`src/rtl/alarm_sounder.sv`:
```
// alarm_sounder: turns the "alarm time == current time" level into a ring
// session that drives a piezo buzzer. It supports a limited number of
// snoozes, stop/dismiss, and an automatic timeout.
//
// Optional build macro ALARM_ESCALATE_EN: once a RINGING episode has seen
// 10 ticks, the tone stops alternating by second and sounds continuously
// until the episode leaves RINGING. When the macro is undefined, the tone
// alternates every second for the whole episode.
module alarm_sounder #(
   parameter int unsigned TONE_DIV          = 25000,
   parameter int unsigned RING_TIMEOUT_SECS = 60,
   parameter int unsigned SNOOZE_SECS       = 300,
   parameter int unsigned MAX_SNOOZES       = 3
) (
   input  logic        clk,
   input  logic        resetn,
   input  logic        tick_1hz,
   input  logic        alarm_match,
   input  logic        alarm_enable,
   input  logic        snooze_press,
   input  logic        stop_press,
   output logic        buzzer,
   output logic        ringing,
   output logic        snoozing,
   output logic [1:0]  snooze_count,
   output logic [15:0] snooze_left
);

   // Out-of-range parameters are clamped into the legal range so the
   // counters always have a sane width.
   localparam int unsigned TD_CLAMP = (TONE_DIV < 1) ? 1 : TONE_DIV;
   localparam int          TD_W     = (TD_CLAMP > 1) ? $clog2(TD_CLAMP) : 1;
   localparam logic [TD_W-1:0] TD_LAST = TD_W'(TD_CLAMP - 1);

   localparam int unsigned ESC_SECS = 10;
   localparam int unsigned TO_CLAMP = (RING_TIMEOUT_SECS < 1) ? 1 : RING_TIMEOUT_SECS;
   // ring_secs must reach both the timeout and the escalation point.
   localparam int unsigned RS_MAX   = (TO_CLAMP > ESC_SECS) ? TO_CLAMP : ESC_SECS;
   localparam int          RS_W     = $clog2(RS_MAX + 1);
   localparam logic [RS_W-1:0] RS_TIMEOUT = RS_W'(TO_CLAMP);
   localparam logic [RS_W-1:0] RS_SAT     = RS_W'(RS_MAX);

   localparam int unsigned SN_CLAMP = (SNOOZE_SECS < 1) ? 1 :
                                      (SNOOZE_SECS > 65535) ? 65535 : SNOOZE_SECS;
   localparam logic [15:0] SN_LOAD  = 16'(SN_CLAMP);
   localparam logic [1:0]  MAX_SN   = 2'((MAX_SNOOZES > 3) ? 3 : MAX_SNOOZES);

   typedef enum logic [1:0] {
      S_IDLE,
      S_RINGING,
      S_SNOOZE,
      S_DISMISSED
   } state_t;

   state_t          state;
   logic            match_q;
   logic            primed;
   logic [RS_W-1:0] ring_secs;
   logic            beep_phase;
   logic [TD_W-1:0] tone_cnt;
   logic            tone;

   logic            match_rise;
   logic            snooze_ok;
   logic [RS_W-1:0] ring_secs_inc;
   logic            beep_on_tick;

   // match_q is only trusted after one edge out of reset, so a match that
   // is already high when reset releases is never mistaken for a rising edge.
   assign match_rise = alarm_match && !match_q && primed;

   // Snooze is available only while the session has snoozes left.
   assign snooze_ok = (snooze_count < MAX_SN);

   // The seconds counter saturates instead of wrapping.
   assign ring_secs_inc = (ring_secs == RS_SAT) ? RS_SAT : ring_secs + RS_W'(1);

`ifdef ALARM_ESCALATE_EN
   localparam logic [RS_W-1:0] RS_ESC = RS_W'(ESC_SECS);
   // From the escalation tick onward the beep stays on.
   assign beep_on_tick = (ring_secs_inc >= RS_ESC) ? 1'b1 : !beep_phase;
`else
   // The beep alternates every second.
   assign beep_on_tick = !beep_phase;
`endif

   // Ring-session FSM: it updates the state, the session counters and the
   // registered status outputs together.
   always_ff @(posedge clk or negedge resetn) begin
      if (!resetn) begin
         state        <= S_IDLE;
         match_q      <= 1'b0;
         primed       <= 1'b0;
         ring_secs    <= '0;
         beep_phase   <= 1'b0;
         ringing      <= 1'b0;
         snoozing     <= 1'b0;
         snooze_count <= 2'd0;
         snooze_left  <= 16'd0;
      end else begin
         match_q <= alarm_match;
         primed  <= 1'b1;
         if (!alarm_enable) begin
            // Disarming wins over everything and wipes the session.
            state        <= S_IDLE;
            ringing      <= 1'b0;
            snoozing     <= 1'b0;
            ring_secs    <= '0;
            beep_phase   <= 1'b0;
            snooze_count <= 2'd0;
            snooze_left  <= 16'd0;
         end else begin
            case (state)
               S_IDLE: begin
                  if (match_rise) begin
                     state        <= S_RINGING;
                     ringing      <= 1'b1;
                     ring_secs    <= '0;
                     beep_phase   <= 1'b1;
                     snooze_count <= 2'd0;
                  end
               end

               S_RINGING: begin
                  if (stop_press) begin
                     state      <= S_DISMISSED;
                     ringing    <= 1'b0;
                     beep_phase <= 1'b0;
                  end else if (snooze_press && snooze_ok) begin
                     // A simultaneous tick is swallowed by the snooze load.
                     state        <= S_SNOOZE;
                     ringing      <= 1'b0;
                     snoozing     <= 1'b1;
                     beep_phase   <= 1'b0;
                     snooze_left  <= SN_LOAD;
                     snooze_count <= snooze_count + 2'd1;
                  end else if (tick_1hz) begin
                     ring_secs <= ring_secs_inc;
                     if (ring_secs_inc >= RS_TIMEOUT) begin
                        state      <= S_DISMISSED;
                        ringing    <= 1'b0;
                        beep_phase <= 1'b0;
                     end else begin
                        beep_phase <= beep_on_tick;
                     end
                  end
               end

               S_SNOOZE: begin
                  if (stop_press) begin
                     state       <= S_DISMISSED;
                     snoozing    <= 1'b0;
                     snooze_left <= 16'd0;
                  end else if (tick_1hz) begin
                     if (snooze_left <= 16'd1) begin
                        // The snooze has expired: a fresh ringing episode
                        // starts, keeping the snoozes already used.
                        state       <= S_RINGING;
                        ringing     <= 1'b1;
                        snoozing    <= 1'b0;
                        snooze_left <= 16'd0;
                        ring_secs   <= '0;
                        beep_phase  <= 1'b1;
                     end else begin
                        snooze_left <= snooze_left - 16'd1;
                     end
                  end
               end

               S_DISMISSED: begin
                  // Wait out the matched minute so the alarm cannot re-ring.
                  if (!alarm_match) begin
                     state <= S_IDLE;
                  end
               end

               default: begin
                  state    <= S_IDLE;
                  ringing  <= 1'b0;
                  snoozing <= 1'b0;
               end
            endcase
         end
      end
   end

   // Tone divider: it free-runs only while ringing and flips the tone at
   // each wrap.
   always_ff @(posedge clk or negedge resetn) begin
      if (!resetn) begin
         tone_cnt <= '0;
         tone     <= 1'b0;
      end else if (ringing) begin
         if (tone_cnt == TD_LAST) begin
            tone_cnt <= '0;
            tone     <= !tone;
         end else begin
            tone_cnt <= tone_cnt + TD_W'(1);
         end
      end else begin
         tone_cnt <= '0;
         tone     <= 1'b0;
      end
   end

   // The buzzer pin comes straight from a flop so that it cannot glitch.
   always_ff @(posedge clk or negedge resetn) begin
      if (!resetn) begin
         buzzer <= 1'b0;
      end else begin
         buzzer <= ringing && beep_phase && tone;
      end
   end

endmodule

```
`config.mk`:
```
export PLATFORM = sky130hd
export DESIGN_NAME = alarm_sounder
export DESIGN_NICKNAME = d
export VERILOG_FILES = /design/src/rtl/alarm_sounder.sv
export SDC_FILE = /design/constraint.sdc
export NUM_CORES = 1
export LEC_CHECK = 0
export BUFFER_PORTS_ARGS = -buffer_cell sky130_fd_sc_hd__buf_2
export CAP_MARGIN = 20
export CORE_MARGIN = 8
export CORE_UTILIZATION = 40
export CTS_CLUSTER_SIZE = 10
export DETAILED_ROUTE_END_ITERATION = 8
export GPL_ROUTABILITY_DRIVEN = 0
export PLACE_DENSITY_LB_ADDON = 0.25
export SLEW_MARGIN = 20
export SYNTH_ARGS = -nofsm -noshare
export SYNTH_HDL_FRONTEND = slang
export SYNTH_SLANG_ARGS = --single-unit
```
`constraint.sdc`:
```
create_clock -name clk -period 2.7 [get_ports clk]
set_clock_uncertainty 0.2 [all_clocks]
set_input_delay 0.27 -clock clk [delete_from_list [all_inputs] [get_ports clk]]
set_output_delay 0.27 -clock clk [all_outputs]
set_load 0.03 [all_outputs]
```
==> Yosys cells after proc, flatten, opt, wreduce, memory -nomap -nowiden <==
Index checks and enable logic that the tools add are counted.
{ "word_totals": {"regBits": 48, "in_bits": 7, "output_inout_bits": 21, "wordCells": 117} }
{ "classes": {"n_addsub": 4, "n_lt_le_gt_ge": 3, "n_eq_ne": 22, "n_mux": 60, "reduce_logical": 16} }
{ "op_table": {"columns": ["operator", "count"], "rows": [
  ["16-bit two-way mux", 6],
  ["6-bit two-way mux", 9],
  ["16-bit case mux with 2 select lines", 1],
  ["15-bit two-way mux", 2],
  ["2-bit two-way mux", 14],
  ["3-bit != test (second input constant)", 9],
  ["1-bit two-way mux", 22],
  ["6-bit case mux with 3 select lines", 1],
  ["16-bit by 1-bit less-or-equal comparator with 1-bit output (second input constant)", 1],
  ["16-bit by 1-bit subtractor with 16-bit output (second input constant)", 1],
  ["15-bit by 1-bit adder with 15-bit output (second input constant)", 1],
  ["15-bit == test (second input constant)", 1],
  ["6-bit AND reduction", 2],
  ["5-bit != test (second input constant)", 2],
  ["4-bit != test (second input constant)", 2],
  ["2-bit case mux with 4 select lines", 1],
  ["4-bit AND reduction", 2],
  ["8-bit AND reduction", 1],
  ["7-bit AND reduction", 1],
  ["6-bit by 1-bit adder with 6-bit output (second input constant)", 1],
  ["6-bit == test (second input constant)", 1],
  ["6-bit >= comparator (second input constant)", 1],
  ["3-bit by 1-bit != test with 1-bit output (second input constant)", 2],
  ["1-bit case mux with 3 select lines", 2],
  ["other kinds (12)", 19]
]} }

==> Logic depth before layout (Yosys ltp) <==
Gate-level depths: netlist of run 1.
{ "depth": {"ltp_word": 9, "depth_mapped": 8, "ltp_nobuf": 7} }

==> Worst setup path after synthesis of run 1 <==
No wires, ideal clock.
{ "synth_path": {"path_type": "reg2reg", "startpoint": "reg snooze_left[0]", "endpoint": "reg ring_secs[1]", "setup_time_ps": 121, "arrival_ps": 2083, "t_required_ps": 2379, "slack_ps": 296, "path_stages_with_launch": 8, "path_buffers": 1, "synth_period_minus_slack_ps": 2404, "path_cell_list": "dfrtp_1 inv_1 ha_1 o211ai_1 or4b_1 buf_2 a21o_2 a22o_1"} }
{ "synth_between": {"elab_chain_cells": 3} }
{ "synth_lines": {"columns": ["element", "line_no", "source"], "rows": [
  ["from (decl)", "26", "output logic [15:0] snooze_left"],
  ["from (signal assigned)", "165", "snooze_left <= snooze_left - 16'd1;"],
  ["16-bit by 1-bit less-or-equal comparator with 1-bit output", "155", "if (snooze_left <= 16'd1) begin"],
  ["3-bit != test (no source line)", null, null],
  ["8-bit AND reduction (no source line)", null, null],
  ["to (signal assigned)", "138", "ring_secs <= ring_secs_inc;"],
  ["to (decl)", "58", "logic [RS_W-1:0] ring_secs;"]
]} }
Every way passes these cells.
A chain may end at the register's enable or synchronous reset.

==> Worst setup path in the final report of run 1 <==
Same ends and word-level chain as after synthesis.

==> impl_metrics.ini, run 1 <==
[run_status]
status = finished clean

[synth]
ys_async_sr_fraction = 1.000
synthTopCellsByArea = dfrtp_1, nor2_1, nand2_1, ha_1, nand3_1
synth-adder-area-share = 0.02716
ys_types = 55
synth.area.mux_share = 0.01086
synth-simple-area-share = 0.2481
ys_seq_area_frac = 0.4346
synth_warnings = 0
ys.flop_type = dfrtp_1
yosys.area.top_type = dfrtp_1
syn_area_per_cell_sq_um = 9.092
ys_top_cells_by_count = dfrtp_1, nor2_1, nand2_1
syn-cell-area_sq_um = 2764
synth_edf_count = 0
synth_top_area_frac = 0.4346
synth_compound_area_frac = 0.1978
synth_most_common_cell = dfrtp_1
synthesis.instances = 304
synth_top_family_by_area = simple AND/OR/NAND/NOR gates
ys_ff_latch = 48
synthXorXnorAreaFrac = 0.04753
syn_nets = 317

[global_route]
grt_max_degree = 20
overflow = 0
track_usage = 0.1399
antenna_found_initial = 0
first_global_vias = 2344
grt_pass1_wl_mm = 11.43

[power_and_ir_drop]
netSwitchingFraction = 0.3249
leakagePower_uw = 0.001460
p_clk_frac = 0.309
comb_power_share = 0.226
seq_power_share = 0.465
peakVddDrop_mv = 0.2676
p_per_area_nw_per_um2 = 548.4
internal_power_uw = 1179
p_switching_uw = 567.5

[drt]
wl_per_cell_microns = 15.22
m1WireLength_mm = 3.141
drt_iter0_markers = 82
wl_met3_microns = 229
highest_layer = met4
vias = 2404
vias_per_cell = 5.683
drcViolationCount = 0
antenna_left = 0
route.met2.wl_mm = 3.010
firstDrtPassIters = 4
wl_mm = 6.436

[sta]
drv_slew = 0
hold_viol = 0
rsz0062_at_grt = no
tightest_slew_ns = 0.7108
max_freq_ghz = 0.4038
fin_crit_sh = 0.9172
slew-limit-headroom = 0.5233
finalSetupTns_ns = 0
setup_viol = 0
period_minus_slack_ns = 2.476

[floorplanning]
start_util = 0.4091
die_h_microns = 99.13
pin_count = 28
die_area_sq_um = 9826
die_x_microns = 99.13
coreArea_sq_um = 6756
rows = 30

[cts]
cts_num_sinks = 48
cts_htree_levels = 2
numCtsBuffers = 5
cts_tree = done
clock-root-buffer = clkbuf_8
clk_latency_ns = 0.31
cts_max_path_buffers = 2
cts.clk_slew.worst_paths_ns = 0.10

[worst_setup_path]
crit_cells = 6
worst_ep_required_time_ns = 2.70
worstSetupEndpoint = ring_secs[1]
critPathKind = reg -> reg
startpoint = snooze_left[0]
end_kind = register
path_cells = inv_1 > ha_1 > o211ai_1 > or4b_1 > a21o_2 > a22o_1
cp_top_family = compound AO/OA/AOI/OAI gates
cp_slowest_cell = or4b_1
crit_path_max_incr_delay_ns = 0.67
rr_startpoint = snooze_left[0]
r2r_end = ring_secs[1]
reg2reg_depth = 6
critPathArrivalTime_ns = 2.47
worst-path-buf-inv = 1
r2r_slack_ns = 0.22
crit_path_max_fanout = 8
start_kind = register

[cells_and_area]
post-route-util = 0.4715
fin_area_sq_um = 3186
layout.nets = 355
antenna_cells = 0
syn2layout_area_growth_pct = 15.26
drive_gt1_frac = 0.1545

[hold_path]
hold_class = in -> reg

[placed_design]
place_area_sq_um = 3044
dp_hpwl_mm = 4.798
port_buffers = 27

[job]
drv_cap = 0
-- power groups by stage --
stage	sequential (uW)	clock (uW)	combinational [uW]
6_report	813	540	394
5_1_grt	820	584	444
4_1_cts	812	561	395
3_5_place_dp	827	0	391
3_3_place_gp	824	0	391
2_1_floorplan	847	0	235
-- registers in the layout, indices dropped and copies added, names as in the netlist --
signal	cells
beep_phase	1
tone_cnt	15
ring_secs	6
buzzer	1
primed	1
state	2
ringing	1
match_q	1
snoozing	1
snooze_count	2
tone	1
snooze_left	16
-- placed cells by master, fill, tap and decap left out, types with 3 or more instances in the layout --
master    Yosys  routed
nand4_1       3       3
nor3b_1       5       5
nor3_2        3       3
o22a_1        6       6
buf_4         0      11
nand3_1      14      14
o31ai_1       6       5
o211ai_1      8       8
a31oi_1       5       5
a21o_1        3       3
nor3_1        5       5
xor2_1        7       7
a21oi_1      11      11
and3_1        8       8
o21ai_0      10      10
nor2_1       38      38
nand2_1      23      23
inv_1        13      13
xnor2_1       8       8
ha_1          6       6
a211oi_1      6       6
dfrtp_1      48      48
or3_1         9       9
mux2i_1       3       3
o21a_1        3       3
buf_2         3      27
nor2b_1       4       4
nor4_1        4       4
clkbuf_8      0       5
-- how the worst min path moves through the flow --
stage	startpoint	end	slack, ns	cells past startpoint
final	tick_1hz	snooze_left[14]	0.17	3
after detailed placement	resetn	ring_secs[1]	-0.01	1
after global placement	resetn	ring_secs[1]	-0.01	1
after global routing	tick_1hz	snooze_left[14]	0.17	3
after CTS	tick_1hz	snooze_left[14]	0.16	3
after floorplan	resetn	beep_phase	-0.23	0
-- stage by stage --
stage	worst slack (ns)	total power (uW)	hold WS, ns	std cells
after floorplan	0.2959	1081	-0.2256	304
after global placement	0.2590	1215	-0.01137	413
after detailed placement	0.1942	1218	-0.01400	413
after CTS	0.1852	1768	0.1593	423
after global routing	0.07881	1849	0.1672	423
final	0.2235	1747	0.1662	423
-- cells by family after synthesis --
group                    count (synthesis)
flip-flops                              48
AO/OA/AOI/OAI                           77
AND/OR/NAND/NOR                        131
adder cells (fa/ha/maj)                  6
other                                    1
multiplexers                             3
buffers and inverters                   23
XOR/XNOR                                15
-- what timing repair did --
action	in CTS	in global routing
hold endpoints to repair	12	0
gates resized for setup	0	0
buffers inserted	0	0
hold buffers	2	0
-- routing by layer --
layer  track usage  vias up
li1              -     1194
met1        0.1894     1164
met2        0.2204       41
met3       0.03212        5
met4       0.03376        0
met5             0        -
-- layout make-up --
class,instances,area (sq um)
clock buffer,5,68.82
clock inverter,3,47.55
fill,660,3571
inverter,14,52.55
multi-input combinational,233,1478
sequential,48,1201
tap,80,100.1
timing repair buffer,40,237.7
-- worst min-delay path, stage by stage --
cell	delay [ns]
buf_2	0.14
a41oi_1	0.15
o21ai_0	0.08
No activity file was read; power rests on OpenSTA's default activity.
==> run 2, diff against run 1 <==
==> constraint.sdc (replaced) <==
create_clock -name clk -period 2.7 [get_ports clk]
set_clock_uncertainty 0.2 [all_clocks]
set_input_delay 0.54 -clock clk [delete_from_list [all_inputs] [get_ports clk]]
set_output_delay 0.54 -clock clk [all_outputs]
set_load 0.03 [all_outputs]
==> run 2 against run 1 <==
  * Sequential share of layout area rose by 0.074 points
  * Global-route usage fell by 0.55 points
  * First-iteration DRC count rose by 15%
  * Hold slack got worse by 0.12 ns
  * Final cell count did not move
  * Critical path type unchanged
  * Combinational power rose by 2%
  * Clock power fell by 0.7%
  * Setup slack improved by 0.0013 ns
  * Flip-flop and latch count did not move
  * Count of clock-buffer cells in the layout did not move
  * Die area did not move
  * Register-to-register slack barely moved
  * Largest power group unchanged
==> impl_metrics.ini, run 2 (synthesis results as in run 1) <==
[floorplanning]
coreArea_sq_um = 6756
die_area_sq_um = 9826
start_util = 0.4091
pin_count = 28
die_x_microns = 99.13
die_h_microns = 99.13
rows = 30

[global_route]
overflow = 0
antenna_found_initial = 0
track_usage = 0.1344
first_global_vias = 2273
grt_max_degree = 29
grt_pass1_wl_mm = 10.98

[worst_setup_path]
worstSetupEndpoint = ring_secs[1]
critPathArrivalTime_ns = 2.47
rr_startpoint = snooze_left[0]
r2r_end = ring_secs[1]
start_kind = register
critPathKind = reg -> reg
reg2reg_depth = 6
end_kind = register
crit_path_max_fanout = 8
worst_ep_required_time_ns = 2.70
startpoint = snooze_left[0]
r2r_slack_ns = 0.22

[sta]
hold_viol = 0
fin_crit_sh = 0.9167
rsz0062_at_grt = no
period_minus_slack_ns = 2.475
setup_viol = 0
setup_ws_ns = 0.2248
slew-limit-headroom = 0.5231
finalSetupTns_ns = 0
tightest_slew_ns = 0.7111
max_freq_ghz = 0.4040
drv_slew = 0

[cts]
cts_htree_levels = 2
cts_num_sinks = 48
cts_hold_buf = 0
ctsResizeCount = 0
cts_max_path_buffers = 2
clock-root-buffer = clkbuf_8
numCtsBuffers = 5
postCtsSetupBuffers = 0
cts.clk_slew.worst_paths_ns = 0.09
clk_latency_ns = 0.30
cts_tree = done

[cells_and_area]
final_cell_mix = dfrtp_1, nor2_1, buf_2, nand2_1, nand3_1
multi_input_area_sq_um = 1478
num-fill-cells = 646
antenna_cells = 0
reg_top3 = snooze_left (16), tone_cnt (15), ring_secs (6)
fin_area_sq_um = 3179
largest_reg_flops = 16
final_common_cell = dfrtp_1
layout.nets = 355
register_area_sq_um = 1201
post-route-util = 0.4706
drive_gt1_frac = 0.1603
largest-register = snooze_left
syn2layout_area_growth_pct = 15.03

[power_and_ir_drop]
total_power_uw = 1748
peakVddDrop_mv = 0.3252
p_per_area_nw_per_um2 = 549.9
leakagePower_uw = 0.001457

[placed_design]
port_buffers = 27
dp_hpwl_mm = 4.705
dpl_worst_slack_ns = 0.1918
place_area_sq_um = 3059

[drt]
firstDrtPassIters = 4
wl_mm = 6.358
vias_per_cell = 5.638
vias = 2385
antenna_left = 0
drt_iter0_markers = 94
drcViolationCount = 0
wl_per_cell_microns = 15.03

[hold_path]
hold_class = in -> async

[job]
drv_cap = 0

[run_status]
status = finished clean
## run 2: power breakdown
part | leakage [uW] | internal, uW | switching [uW] | total [uW]
Combinational | 0.000750 | 147 | 254 | 401
Clock | 0.0000548 | 279 | 257 | 536
Sequential | 0.000652 | 758 | 52.5 | 811
Total | 0.00146 | 1180 | 564 | 1750
## run 2: worst min-delay path by stage
stage / slack (ns) / to / depth (start not counted) / from
finish: 0.05 / ring_secs[1] / 1 / resetn
global route: 0.10 / tone_cnt[2] / 1 / resetn
CTS: 0.07 / tone_cnt[2] / 1 / resetn
detailed placement: 0.27 / tone_cnt[0] / 1 / tone_cnt[0]
global placement: 0.24 / tone_cnt[0] / 1 / tone_cnt[0]
floorplan: 0.04 / beep_phase / 0 / resetn
## run 2: routing by layer
metal	GRT usage	share of wire	vias up
li1	-	-	1191
met4	0.03027	0.0093	0
met5	0	0	-
met1	0.1751	0.49	1146
met2	0.2219	0.47	41
met3	0.02933	0.035	7
## run 2: metrics by stage
step           std cells  hold WS (ns)
3_3_place_gp         415        0.2441
4_1_cts              423       0.06921
3_5_place_dp         415        0.2695
6_report             423       0.04751
5_1_grt              423        0.1035
2_1_floorplan        304       0.04441
## run 2: cell type report
class / count / share of cell area
timing repair buffer: 40 / 0.07320
clock inverter: 3 / 0.01456
sequential: 48 / 0.3778
tap: 80 / 0.03148
multi-input combinational: 233 / 0.4648
clock buffer: 5 / 0.02165
inverter: 14 / 0.01653
## run 2: critical path: stages (launching register included)
cell      delay [ns]
dfrtp_1         0.46
inv_1           0.10
ha_1            0.25
o211ai_1        0.14
or4b_1          0.67
a21o_2          0.32
a22o_1          0.23
==> run 3, diff against run 2 <==
Settings changed: ABC_AREA set to 1, BUFFER_PORTS_ARGS -buffer_cell sky130_fd_sc_hd__buf_2 to -buffer_cell sky130_fd_sc_hd__buf_4.
==> run 3 against run 2 <==
  * Synthesized cell count is 26% higher
  * Area after synthesis up 1.2%
  * Routed wire length is 4.1% lower
  * Final area is 0.83% higher
  * Flip-flop and latch count is the same
  * Clock power fell by 17%
  * Highest routed layer unchanged
==> impl_metrics.ini, run 3 <==
[synth]
syn-cell-area_sq_um = 2798
synth.area.mux_share = 0
ys_ff_latch = 48
ys_types = 34
synth-simple-area-share = 0.3435
synth_warnings = 0
synth_compound_area_frac = 0.09079
ys_top_cells_by_count = nand2_1, nor2_1, inv_1
synth_top_family_by_area = simple AND/OR/NAND/NOR gates
ys_async_sr_fraction = 1.000
synth_edf_count = 0
syn_area_per_cell_sq_um = 7.286
ys_seq_area_frac = 0.4293
yosys.area.top_type = dfrtp_1
ys.flop_type = dfrtp_1
synthesis.instances = 384
synth_most_common_cell = nand2_1
synthTopCellsByArea = dfrtp_1, nand2_1, nor2_1, inv_1, nand3_1
synth_top_area_frac = 0.4293
synth-adder-area-share = 0.02683
syn_nets = 397
synthXorXnorAreaFrac = 0.02504

[drt]
drcViolationCount = 0
m1WireLength_mm = 2.901
vias = 2491
wl_mm = 6.100
route.met2.wl_mm = 2.785
vias_per_cell = 4.846
highest_layer = met4
wl_met3_microns = 346
drt_iter0_markers = 149
wl_per_cell_microns = 11.87
firstDrtPassIters = 4
antenna_left = 0

[worst_setup_path]
worst_ep_required_time_ns = 2.72
critPathKind = reg -> reg
crit_path_max_fanout = 6
critPathArrivalTime_ns = 2.18
start_kind = register
r2r_slack_ns = 0.54
end_kind = register

[sta]
setup_ws_ns = 0.5378
finalSetupTns_ns = 0
drv_slew = 0
period_minus_slack_ns = 2.162
hold_viol = 0
setup_viol = 0
max_freq_ghz = 0.4625
rsz0062_at_grt = no
fin_crit_sh = 0.8008
tightest_slew_ns = 0.6030
slew-limit-headroom = 0.5980

[global_route]
track_usage = 0.1336
grt_pass1_wl_mm = 10.89
grt_max_degree = 49
antenna_found_initial = 0
overflow = 0
first_global_vias = 2473

[placed_design]
dp_hpwl_mm = 4.639
dpl_worst_slack_ns = 0.5900
placed_cells = 506
port_buffers = 27

[cts]
cts.clk_slew.worst_paths_ns = 0.08
cts_htree_levels = 2
clock-root-buffer = clkbuf_8
numCtsBuffers = 5
clk_latency_ns = 0.31
cts_max_path_buffers = 2
cts_tree = done
cts_hold_buf = 0
ctsResizeCount = 0
cts_num_sinks = 48
postCtsSetupBuffers = 0

[cells_and_area]
num-fill-cells = 681
final_cell_mix = nand2_1, nor2_1, inv_1, dfrtp_1, nand3_1
layout.nets = 430
stdcell_count = 514
largest-register = snooze_left
final_common_cell = nand2_1
largest_reg_flops = 16
post-route-util = 0.4718
drive_gt1_frac = 0.1268
reg_top3 = snooze_left (16), tone_cnt (15), ring_secs (6)
syn2layout_area_growth_pct = 14.58
antenna_cells = 0

[power_and_ir_drop]
total_power_uw = 2657
p_clk_frac = 0.167
peakVddDrop_mv = 0.5045
internal_power_uw = 1462
leakagePower_uw = 0.001581
seq_power_share = 0.377
p_switching_uw = 1195
netSwitchingFraction = 0.4497
comb_power_share = 0.456
p_per_area_nw_per_um2 = 828.7

[run_status]
status = finished clean

[floorplanning]
rows = 30
coreArea_sq_um = 6794
die_h_microns = 99.63
start_util = 0.4118
pin_count = 28
die_x_microns = 99.63
die_area_sq_um = 9926

[hold_path]
hold_class = in -> async

[job]
drv_cap = 0
## run 3: cell types whose count changed after synthesis, sizes merged, moves of 8 or more
cell    previous run  this run
o21ai             10        25
inv               13        60
or3               10         0
nor2              38        74
xnor2              8         0
o211ai             8         0
nand3             14        38
nand2             23        86
and3               8         0
## run 3: kinds of logic (layout without fill, tap and decap cells)
group / Yosys count / in the layout
DFF: 48 / 48
buffers and inverters: 61 / 95
adders and majority gates: 6 / 6
and+or+nand+nor: 215 / 215
other: 1 / 1
xor gates and xnor gates: 8 / 8
AOI/OAI and AO/OA: 45 / 45
## run 3: routing by layer
metal,global-route usage,vias to the layer above
met3,0.04190,6
met5,0,-
li1,-,1285
met2,0.2138,58
met1,0.1681,1142
met4,0.03842,0
## run 3: path summary, 6_finish.rpt
| kind | start | to | depth (start not counted) |
|---|---|---|---|
| max reg2reg | snooze_left[0] | snooze_left[1] | 8 |
| min | resetn | state[0] | 1 |
| max | snooze_left[0] | snooze_left[1] | 8 |
| max in group asynchronous | resetn | snooze_left[6] | 1 |
| min reg2reg | tone_cnt[0] | tone_cnt[0] | 1 |
| min in group clk | alarm_match | match_q | 1 |
## run 3: final cells by class
cell class | count | area (sq um) | share of cell area
multi-input cells | 275 | 1364 | 0.4255
flip-flops and latches | 48 | 1201 | 0.3747
inverters | 60 | 227.7 | 0.07104
repair buffers | 27 | 202.7 | 0.06323
well taps | 96 | 120.1 | 0.03747
clock buffers | 8 | 90.09 | 0.02810
## run 3: per-stage QoR
stage                     hold WS, ns  area (sq um)
after detailed placement       0.2585          3115
after CTS                     0.06368          3206
after floorplan               0.04441          2798
final                         0.03570          3206
after global routing          0.09527          3206
after global placement         0.2527          3115
## run 3: critical path, stage by stage (launching register included)
cell and delay, ns:
dfrtp_1 0.42, inv_1 0.10, ha_1 0.25, o21ai_0 0.23, nor2_1 0.07, nand2_1 0.18, nand3_1 0.22, or2_1 0.29
o22ai_1 0.13
## run 3: power groups by stage
| stage | clock [uW] | sequential, uW | combinational (uW) |
|---|---|---|---|
| 3_3_place_gp | 0 | 1020 | 1210 |
| 4_1_cts | 462 | 1000 | 1220 |
| 5_1_grt | 489 | 1030 | 1380 |
| 2_1_floorplan | 0 | 1140 | 724 |
| 6_report | 443 | 1000 | 1210 |
| 3_5_place_dp | 0 | 1020 | 1220 |
